`src/rtl/div_pkg.sv`:
```
// rtl/div_pkg.sv - shared types and sizing for the iterative divider
package div_pkg;

    localparam int DIV_DEFAULT_WIDTH = 64;
    localparam int DIV_COUNT_W       = $clog2(DIV_DEFAULT_WIDTH);

    typedef enum logic [1:0] {
        IDLE,
        CALC,
        FIX,
        DONE
    } div_state_e;

    // Step counter width for an arbitrary operand width (never narrower than 1 bit).
    function automatic int div_count_w(input int width);
        return (width > 2) ? $clog2(width) : 1;
    endfunction

endpackage

```
`src/rtl/iter_divider_if.sv`:
```
// rtl/iter_divider_if.sv - operand and result handshakes of the iterative divider
interface iter_divider_if
    import div_pkg::*;
#(
    parameter int WIDTH = DIV_DEFAULT_WIDTH
) ();

    logic             in_valid;
    logic             in_ready;
    logic [WIDTH-1:0] dividend;
    logic [WIDTH-1:0] divisor;
    logic             is_signed;
    logic             out_valid;
    logic             out_ready;
    logic [WIDTH-1:0] quotient;
    logic [WIDTH-1:0] remainder;
    logic             div_by_zero;

    modport master (
        output in_valid, dividend, divisor, is_signed, out_ready,
        input  in_ready, out_valid, quotient, remainder, div_by_zero
    );

    modport slave (
        input  in_valid, dividend, divisor, is_signed, out_ready,
        output in_ready, out_valid, quotient, remainder, div_by_zero
    );

endinterface

```
`src/rtl/div_step.sv`:
```
// rtl/div_step.sv - one combinational restoring shift-and-subtract step
module div_step #(
    parameter int WIDTH = 64
) (
    input  logic [WIDTH-1:0] rem_i,
    input  logic             dvd_bit_i,
    input  logic [WIDTH-1:0] divisor_i,
    output logic [WIDTH-1:0] rem_o,
    output logic             q_bit_o
);

    logic [WIDTH:0] diff;

    // The partial remainder is always below the divisor, so the signed result
    // lies in (-divisor, divisor) and fits WIDTH+1 bits; diff[WIDTH] is its sign.
    assign diff    = {rem_i, dvd_bit_i} - {1'b0, divisor_i};
    assign q_bit_o = ~diff[WIDTH];
    assign rem_o   = q_bit_o ? diff[WIDTH-1:0] : {rem_i[WIDTH-2:0], dvd_bit_i};

endmodule

```
`src/rtl/iter_divider.sv`:
```
// rtl/iter_divider.sv - multi-cycle restoring divider, one quotient bit per clock
// Optional signed support and FIX state: ITER_DIVIDER_SIGNED_EN.
module iter_divider
    import div_pkg::*;
#(
    parameter int WIDTH = DIV_DEFAULT_WIDTH
) (
    input  logic          clk,
    input  logic          reset_n,
    iter_divider_if.slave bus
);

`ifdef ITER_DIVIDER_SIGNED_EN
    localparam bit SIGNED_EN = 1'b1;
`else
    localparam bit SIGNED_EN = 1'b0;
`endif
    localparam int            CW         = div_count_w(WIDTH);
    localparam logic [CW-1:0] LAST_COUNT = CW'(WIDTH - 1);

    div_state_e       state_q, state_d;
    logic [CW-1:0]    count_q, count_d;
    logic [WIDTH-1:0] rem_q, rem_d;
    logic [WIDTH-1:0] dvd_q, dvd_d;
    logic [WIDTH-1:0] dsr_q, dsr_d;
    logic             quo_neg_q, quo_neg_d;
    logic             rem_neg_q, rem_neg_d;
    logic             dbz_q, dbz_d;

    logic             accept;
    logic             divisor_zero;
    logic             signed_op;
    logic             dvd_neg;
    logic             dsr_neg;
    logic [WIDTH-1:0] step_rem;
    logic             step_q;

    assign accept       = bus.in_valid && bus.in_ready;
    assign divisor_zero = (bus.divisor == '0);
    assign signed_op    = SIGNED_EN && bus.is_signed;
    assign dvd_neg      = signed_op && bus.dividend[WIDTH-1];
    assign dsr_neg      = signed_op && bus.divisor[WIDTH-1];

    div_step #(.WIDTH(WIDTH)) u_step (
        .rem_i     (rem_q),
        .dvd_bit_i (dvd_q[WIDTH-1]),
        .divisor_i (dsr_q),
        .rem_o     (step_rem),
        .q_bit_o   (step_q)
    );

    always_ff @(posedge clk or negedge reset_n) begin
        if (!reset_n) begin
            state_q <= IDLE;
        end else begin
            state_q <= state_d;
        end
    end

    always_comb begin
        state_d = state_q;
        unique case (state_q)
            IDLE: if (accept) state_d = divisor_zero ? DONE : CALC;
            CALC: if (count_q == '0) state_d = SIGNED_EN ? FIX : DONE;
            FIX:  state_d = DONE;
            DONE: if (bus.out_ready) state_d = IDLE;
            default: state_d = IDLE;
        endcase
    end

    always_comb begin
        bus.in_ready  = (state_q == IDLE);
        bus.out_valid = (state_q == DONE);
    end

    // The working dividend register shifts quotient bits in from the LSB, so it
    // ends up holding the quotient and drives the result port directly.
    always_comb begin
        count_d   = count_q;
        rem_d     = rem_q;
        dvd_d     = dvd_q;
        dsr_d     = dsr_q;
        quo_neg_d = quo_neg_q;
        rem_neg_d = rem_neg_q;
        dbz_d     = dbz_q;
        unique case (state_q)
            IDLE: begin
                if (accept) begin
                    dbz_d = divisor_zero;
                    dsr_d = dsr_neg ? -bus.divisor : bus.divisor;
                    if (divisor_zero) begin
                        dvd_d     = '1;
                        rem_d     = bus.dividend;
                        quo_neg_d = 1'b0;
                        rem_neg_d = 1'b0;
                    end else begin
                        dvd_d     = dvd_neg ? -bus.dividend : bus.dividend;
                        rem_d     = '0;
                        quo_neg_d = dvd_neg ^ dsr_neg;
                        rem_neg_d = dvd_neg;
                        count_d   = LAST_COUNT;
                    end
                end
            end
            CALC: begin
                rem_d   = step_rem;
                dvd_d   = {dvd_q[WIDTH-2:0], step_q};
                count_d = (count_q == '0) ? '0 : count_q - CW'(1);
            end
            FIX: begin
                if (quo_neg_q) dvd_d = -dvd_q;
                if (rem_neg_q) rem_d = -rem_q;
            end
            default: ;
        endcase
    end

    always_ff @(posedge clk or negedge reset_n) begin
        if (!reset_n) begin
            count_q   <= '0;
            rem_q     <= '0;
            dvd_q     <= '0;
            dsr_q     <= '0;
            quo_neg_q <= 1'b0;
            rem_neg_q <= 1'b0;
            dbz_q     <= 1'b0;
        end else begin
            count_q   <= count_d;
            rem_q     <= rem_d;
            dvd_q     <= dvd_d;
            dsr_q     <= dsr_d;
            quo_neg_q <= quo_neg_d;
            rem_neg_q <= rem_neg_d;
            dbz_q     <= dbz_d;
        end
    end

    assign bus.quotient    = dvd_q;
    assign bus.remainder   = rem_q;
    assign bus.div_by_zero = dbz_q;

endmodule
```
`src/flat_wrapper.sv`:
```
// flat-port wrapper written by rule: the top's interface ports become plain ports
module iter_divider_flat import div_pkg::*;
#(
    parameter int WIDTH = DIV_DEFAULT_WIDTH
)
  (clk, reset_n, bus_in_valid, bus_dividend, bus_divisor, bus_is_signed, bus_out_ready, bus_in_ready, bus_out_valid, bus_quotient, bus_remainder, bus_div_by_zero);
  iter_divider_if #(.WIDTH(WIDTH)) bus_i ();
  input  logic clk;
  input  logic reset_n;
  input wire logic [$bits(bus_i.in_valid)-1:0] bus_in_valid;
  input wire logic [$bits(bus_i.dividend)-1:0] bus_dividend;
  input wire logic [$bits(bus_i.divisor)-1:0] bus_divisor;
  input wire logic [$bits(bus_i.is_signed)-1:0] bus_is_signed;
  input wire logic [$bits(bus_i.out_ready)-1:0] bus_out_ready;
  output wire logic [$bits(bus_i.in_ready)-1:0] bus_in_ready;
  output wire logic [$bits(bus_i.out_valid)-1:0] bus_out_valid;
  output wire logic [$bits(bus_i.quotient)-1:0] bus_quotient;
  output wire logic [$bits(bus_i.remainder)-1:0] bus_remainder;
  output wire logic [$bits(bus_i.div_by_zero)-1:0] bus_div_by_zero;
  assign bus_i.in_valid = bus_in_valid;
  assign bus_i.dividend = bus_dividend;
  assign bus_i.divisor = bus_divisor;
  assign bus_i.is_signed = bus_is_signed;
  assign bus_i.out_ready = bus_out_ready;
  assign bus_in_ready = bus_i.in_ready;
  assign bus_out_valid = bus_i.out_valid;
  assign bus_quotient = bus_i.quotient;
  assign bus_remainder = bus_i.remainder;
  assign bus_div_by_zero = bus_i.div_by_zero;
  iter_divider #(.WIDTH(WIDTH)) u_core (.clk(clk), .reset_n(reset_n), .bus(bus_i));
endmodule
```
`config.mk`:
```
export PLATFORM = sky130hd
export DESIGN_NAME = iter_divider_flat
export DESIGN_NICKNAME = d
export VERILOG_FILES = /design/src/rtl/div_pkg.sv /design/src/rtl/iter_divider_if.sv /design/src/rtl/div_step.sv /design/src/rtl/iter_divider.sv /design/src/flat_wrapper.sv
export SDC_FILE = /design/constraint.sdc
export NUM_CORES = 1
export LEC_CHECK = 0
export CAP_MARGIN = 25
export CORE_UTILIZATION = 30
export DETAILED_ROUTE_END_ITERATION = 8
export GPL_ROUTABILITY_DRIVEN = 1
export PLACE_DENSITY = 0.57
export SKIP_LAST_GASP = 1
export SLEW_MARGIN = 20
export SYNTH_ARGS = -nofsm -noshare
export SYNTH_HDL_FRONTEND = slang
export SYNTH_SLANG_ARGS = --single-unit
```
`constraint.sdc`:
```
create_clock -name clk -period 4.6 [get_ports clk]
set_input_delay 0.92 -clock clk [delete_from_list [all_inputs] [get_ports clk]]
set_output_delay 0.92 -clock clk [all_outputs]
set_load 0.01 [all_outputs]
```
==> results.sh, run 1 <==
export IMPL_status="completed"
export IMPL_fp_dieW_um=219.2
export IMPL_ctsResizeCount=0
export IMPL_cts_sinks=201
export IMPL_met3_wirelength_um=3287
export IMPL_clock_skew_ns=0.01588
export IMPL_detail_route_wl_per_cell_um=20.92
export IMPL_die_h_um=219.2
export IMPL_synth_area_leader_cell="dfrtp_1"
export IMPL_die_area_um2=48050
export IMPL_relSlewSlack_pct=40.99
export IMPL_worst_pin_slew_ns=0.8852
export IMPL_gp_congestion=0.8895
export IMPL_hold_viol_final=0
export IMPL_vias_per_cell=5.360
export IMPL_fin_crit_ns=3.969
export IMPL_grt_pass1_wl_um=77160
export IMPL_final_util_pct=39.26
export IMPL_hp_class="primary input to asynchronous set/reset pin"
export IMPL_initial_core_util_pct=30.40
export IMPL_gr_total_overflow=0
export IMPL_critPathLaunchType="flop"
export IMPL_max_vdd_ir_drop_mv=0.4903
export IMPL_core_um2=46560
export IMPL_grt_usage_pct=20.76
export IMPL_synthFlopType="dfrtp_1"
export IMPL_critical_path_class="flop to flop"
export IMPL_drive_gt1_share_pct=12.55
export IMPL_crit_buf_inv=1
export IMPL_max_cap_violations=0
export IMPL_ys_types=79
export IMPL_synth_seq_cells=201
export IMPL_rsz0062_at_grt="no"
export IMPL_synth_area_um2=14150
export IMPL_route_met2_wl_um=22370
export IMPL_p_leak_nw=7.847
export IMPL_drtIter0Drc=1011
export IMPL_clkTransAtPathRegs_ns=0.06
export IMPL_tns_ns=0
export IMPL_maxUsedRoutingLayer="met4"
export IMPL_path_delay_family="compound AO/OA/AOI/OAI gates"
export IMPL_synth_edf_count=0
export IMPL_area_growth_pct=29.13
export IMPL_grt_max_degree=96
export IMPL_wirelength_um=51260
export IMPL_async_flop_share_pct=100.0
export IMPL_crit_path_max_incr_delay_ns=0.54
export IMPL_drv_slew=0
export IMPL_period_share_pct=86.27
export IMPL_drc=0
export IMPL_nets=2028
export IMPL_dr_total_vias=13140
export IMPL_end_kind="flop"
export IMPL_setup_viol=0
export IMPL_wl_met1_um=24320
export IMPL_yosys_warnings=0
export IMPL_cp_arrival_ns=4.40
export IMPL_nFillCells=4723
export IMPL_path_cells="ha_1 -> a21oi_1 -> o21ai_0 -> a21oi_1 -> o21ai_0 -> a211oi_1 -> o22a_1 -> and2_4 -> buf_4 -> mux2_4 -> a221oi_2 -> nor2_1"
export IMPL_cellPowerDensity_nw_per_um2=1014
export IMPL_fp_row_count=79
export IMPL_cts_buffers=26
export IMPL_clock_latency_ns=0.56
export IMPL_netlist_instances=1611
export IMPL_io_pins=264
export IMPL_drtAntennaViolNets=0
export IMPL_critical_path_slowest_cell="and2_4"
export IMPL_post_dp_hpwl_um=39030
export IMPL_first_global_vias=12780
export IMPL_cp_max_fo=35
export IMPL_htree_levels=1
export IMPL_post_cts_buffers=0
export IMPL_synth_top_area_share_pct=35.54
export IMPL_port_buffer_count=262
export IMPL_syn_num_nets=1817
export IMPL_timing_fmax_ghz=0.2520
export IMPL_required_ns=5.04
export IMPL_cts_tree="built"
export IMPL_yosysSeqAreaShare_pct=35.54
export IMPL_syn_avg_cell_area_um2=8.786
export IMPL_cts_hold_buffers=0
export IMPL_drt_pass1_iter_count=5
export IMPL_synth_area_leaders="dfrtp_1, o21ai_0, ha_1"
export IMPL_ctsLongestPathBuffers=3
export IMPL_antenna_found_initial=2
export IMPL_root_buffer="clkbuf_16"
-- cells in the mapped netlist, types with 24 or more instances --
master and instances:
a21o_1 27, nand4_1 29, mux2_4 28, mux2_2 69
a21oi_1 118, xnor2_1 27, clkbuf_1 77, o21ai_0 183
ha_1 72, nor2_1 130, dfrtp_1 201, nand2_1 162
a221oi_2 31, inv_1 93, xor2_1 24, or3_1 70
-- metrics by stage --
step | total power, mW | setup WS (ns) | hold slack (ns) | std cells | area [µm²]
floorplan | 12.35 | 1.399 | 0.4794 | 1611 | 14150
global placement | 16.05 | 0.6017 | 0.4828 | 2401 | 17360
detailed placement | 16.24 | 0.6029 | 0.4897 | 2401 | 17360
CTS | 18.52 | 0.6511 | 0.4804 | 2448 | 18270
global route | 19.90 | 0.3920 | 0.5162 | 2450 | 18270
finish | 18.53 | 0.6314 | 0.4613 | 2451 | 18280
-- cells in the final DEF (no fill, tap or decap), drive strengths merged, types with 5 or more instances in the layout --
cell,n
nand3,11
clkbuf,37
o21a,10
o211ai,14
and2,9
xor2,24
buf,31
clkdlybuf4s50,261
o21ai,187
dfrtp,201
inv,93
nor4,22
nor3,12
ha,72
a211oi,5
nor2,131
o22ai,5
xnor2,27
and3,9
nand2,164
o31ai,9
a31oi,15
or3,70
clkinv,6
mux2,98
nand4,32
nand2b,14
nor2b,7
a221oi,45
o21bai,11
mux2i,11
a21oi,120
a21o,27
-- worst reg2reg max path: stages (launching register included) --
cell and delay [ns]:
dfrtp_1 0.47, ha_1 0.44, a21oi_1 0.24, o21ai_0 0.24
a21oi_1 0.20, o21ai_0 0.13, a211oi_1 0.46, o22a_1 0.24
and2_4 0.54, buf_4 0.31, mux2_4 0.32, a221oi_2 0.20
nor2_1 0.07
-- worst paths after layout --
check	from	end	slack (ns)	cells after the start
setup / recovery	u_core.bus.remainder[38]	u_core.bus.remainder[12]	0.63	12
hold / removal	reset_n	u_core.dsr_q[54]	0.46	1
setup reg to reg	u_core.bus.remainder[38]	u_core.bus.remainder[12]	0.63	12
hold reg to reg	u_core.bus.quotient[1]	u_core.bus.quotient[1]	0.50	2
max in group asynchronous	reset_n	u_core.bus.remainder[36]	3.10	2
min in group clk	u_core.bus.quotient[1]	u_core.bus.quotient[1]	0.50	2
-- power breakdown --
group / switching, mW / internal (mW) / total (mW)
clock network: 0.843 / 1.35 / 2.20
registers: 0.835 / 2.72 / 3.55
logic: 7.14 / 5.64 / 12.8
total: 8.82 / 9.71 / 18.5
-- routing by layer --
layer  GRT usage, %  vias to the layer above
li1               -                     6222
met1          30.36                     6393
met2          31.36                      456
met3          2.730                       66
met4          6.481                        0
met5              0                        -
-- layout make-up --
class / instances / area (µm²) / share of cell area (%)
multi-input cells: 1207 / 8302 / 45.42
clock inverters: 11 / 157.7 / 0.8626
inverters: 93 / 349.1 / 1.910
diodes: 3 / 7.507 / 0.04108
clock buffers: 36 / 749.5 / 4.101
repair buffers: 293 / 2922 / 15.99
well taps: 607 / 759.5 / 4.156
flip-flops and latches: 201 / 5030 / 27.52
-- sequential cells by signal, indices dropped and copies added, names as in the netlist --
signal	cells
u_core.dsr_q	64
u_core.state_q	2
u_core.count_q	6
u_core.bus.quotient	64
u_core.bus.remainder	64
u_core.bus.div_by_zero	1
-- cells by family after synthesis --
| logic type | Yosys count | synth area share, % |
|---|---|---|
| AOI/OAI and AO/OA | 482 | 22.52 |
| buffers and inverters | 203 | 6.038 |
| and+or+nand+nor | 492 | 16.92 |
| adders and majority gates | 73 | 6.506 |
| muxes | 109 | 9.318 |
| xor gates and xnor gates | 51 | 3.156 |
| DFF | 201 | 35.54 |
Power figures use the tool's default switching activity.
==> run 2: changes to the inputs <==
--- a/config.mk
+++ b/config.mk
@@ -9,6 +9,7 @@
 export CORE_UTILIZATION = 30
 export DETAILED_ROUTE_END_ITERATION = 8
+export DONT_BUFFER_PORTS = 1
 export GPL_ROUTABILITY_DRIVEN = 1
-export PLACE_DENSITY = 0.57
+export PLACE_DENSITY = 0.5
 export SKIP_LAST_GASP = 1
 export SLEW_MARGIN = 20
==> constraint.sdc (replaced) <==
create_clock -name clk -period 4.6 [get_ports clk]
set_input_delay 0.92 -clock clk [delete_from_list [all_inputs] [get_ports clk]]
set_output_delay 0.92 -clock clk [all_outputs]
set_load 0.1 [all_outputs]
==> results.sh, run 2 (same netlist as run 1, synthesis figures left out) <==
export IMPL_status="completed"
export IMPL_nets=1824
export IMPL_grt_usage_pct=20.83
export IMPL_critical_path_class="flop to flop"
export IMPL_dp_cells=2197
export IMPL_cts_sinks=201
export IMPL_rr_startpoint="u_core.bus.quotient[63]"
export IMPL_critical_path_slowest_cell="or4_1"
export IMPL_crit_path_max_incr_delay_ns=0.52
export IMPL_drive_gt1_share_pct=17.39
export IMPL_root_buffer="clkbuf_16"
export IMPL_timing_fmax_ghz=0.2556
export IMPL_fin_crit_ns=3.912
export IMPL_post_dp_hpwl_um=38440
export IMPL_worst_path_stages=14
export IMPL_rrSetupSlack_ns=0.69
export IMPL_hold_ws_ns=0.07338
export IMPL_num_antenna_cells=0
export IMPL_multi_input_area_um2=8307
export IMPL_hp_class="primary input to asynchronous set/reset pin"
export IMPL_crit_end="u_core.bus.remainder[62]"
export IMPL_grt_max_degree=202
export IMPL_hold_viol_final=0
export IMPL_vias_per_cell=5.486
export IMPL_crit_start="u_core.bus.quotient[63]"
export IMPL_required_ns=5.06
export IMPL_setup_viol=0
export IMPL_clock_skew_ns=0.01346
export IMPL_post_cts_buffers=0
export IMPL_wirelength_um=51180
export IMPL_ctsResizeCount=0
export IMPL_gp_congestion=0.8936
export IMPL_critPathLaunchType="flop"
export IMPL_port_buffer_count=0
export IMPL_htree_levels=1
export IMPL_period_share_pct=85.04
export IMPL_first_global_vias=12120
export IMPL_worstReg2RegEnd="u_core.bus.remainder[62]"
export IMPL_io_pins=264
export IMPL_cp_max_fo=27
export IMPL_ctsLongestPathBuffers=3
export IMPL_cpMostUsedCell="a31oi_1"
export IMPL_initial_core_util_pct=30.40
export IMPL_rsz0062_at_grt="no"
export IMPL_tns_ns=0
export IMPL_core_um2=46560
export IMPL_detail_route_wl_per_cell_um=22.85
export IMPL_dr_total_vias=12290
export IMPL_fp_dieW_um=219.2
export IMPL_drc=0
export IMPL_crit_buf_inv=2
export IMPL_clkTransAtPathRegs_ns=0.06
export IMPL_instances_no_fill=2240
export IMPL_path_cells="inv_1 -> ha_1 -> fa_1 -> nand2b_1 -> a21o_1 -> a31o_2 -> o31ai_4 -> a31oi_1 -> o211ai_1 -> and2_4 -> buf_12 -> nand2_2 -> or4_1 -> a31oi_1"
export IMPL_die_area_um2=48050
export IMPL_area_growth_pct=13.17
export IMPL_antenna_found_initial=1
export IMPL_grt_pass1_wl_um=76690
export IMPL_die_h_um=219.2
export IMPL_drt_pass1_iter_count=5
export IMPL_path_delay_family="compound AO/OA/AOI/OAI gates"
export IMPL_relSlewSlack_pct=28.43
export IMPL_final_cell_mix="dfrtp_1, o21ai_0, nand2_1, nor2_1, a21oi_1"
export IMPL_cts_tree="built"
export IMPL_max_cap_violations=0
export IMPL_cts_hold_buffers=0
export IMPL_worst_pin_slew_ns=1.074
export IMPL_layout_commonest_cell="dfrtp_1"
export IMPL_reg2reg_depth=14
export IMPL_cts_buffers=25
export IMPL_end_kind="flop"
export IMPL_fp_row_count=79
export IMPL_clock_latency_ns=0.55
export IMPL_cp_arrival_ns=4.37
export IMPL_nFillCells=4780
export IMPL_final_seq_area_um2=5030
export IMPL_gr_total_overflow=0
export IMPL_drtIter0Drc=785
export IMPL_drv_slew=0
export IMPL_drtAntennaViolNets=0
==> run 2: worst min-delay path by stage <==
stage                          start                to  slack, ns
finish                       reset_n  u_core.dsr_q[54]       0.07
global route                 reset_n  u_core.dsr_q[52]       0.05
CTS                          reset_n  u_core.dsr_q[52]       0.04
detailed placement  u_core.dsr_q[19]  u_core.dsr_q[19]       0.49
global placement    u_core.dsr_q[53]  u_core.dsr_q[53]       0.49
floorplan           u_core.dsr_q[10]  u_core.dsr_q[10]       0.48
==> run 2: per-stage QoR <==
| step | setup WS [ns] | util, % | cell area, µm² |
|---|---|---|---|
| 5_1_grt | 0.4034 | 34.41 | 16020 |
| 3_5_place_dp | 0.7052 | 32.62 | 15190 |
| 6_report | 0.6879 | 34.41 | 16020 |
| 3_3_place_gp | 0.7362 | 32.54 | 15150 |
| 2_1_floorplan | 0.7815 | - | 14150 |
| 4_1_cts | 0.6939 | 34.39 | 16010 |
==> run 2: layout make-up <==
type	count	area share (%)
Sequential cell	201	31.40
Inverter	93	2.179
Clock buffer	35	4.452
Multi-Input combinational cell	1207	51.86
Tap cell	607	4.741
Clock inverter	7	0.7030
Timing Repair Buffer	90	4.663
==> run 2: layer usage <==
metal  GRT usage, %  up-vias  routed length (µm)
met5              0        -                   0
met4          6.782        0                1481
met3          6.168       71                4445
met2          32.24      399               22470
met1          27.59     6015               22780
li1               -     5803                   -
Power of run 2 is left out: the tool's default activity adds up to more than one toggle a clock period on the data nets, which glitch-free logic cannot reach.
==> run 3: changes to the inputs <==
Settings changed: HOLD_SLACK_MARGIN set to 0.02.
==> results of run 3 <==
No change in the layout: final DEF, timing and power equal those of run 2.
Power of run 3 is left out for the same reason.
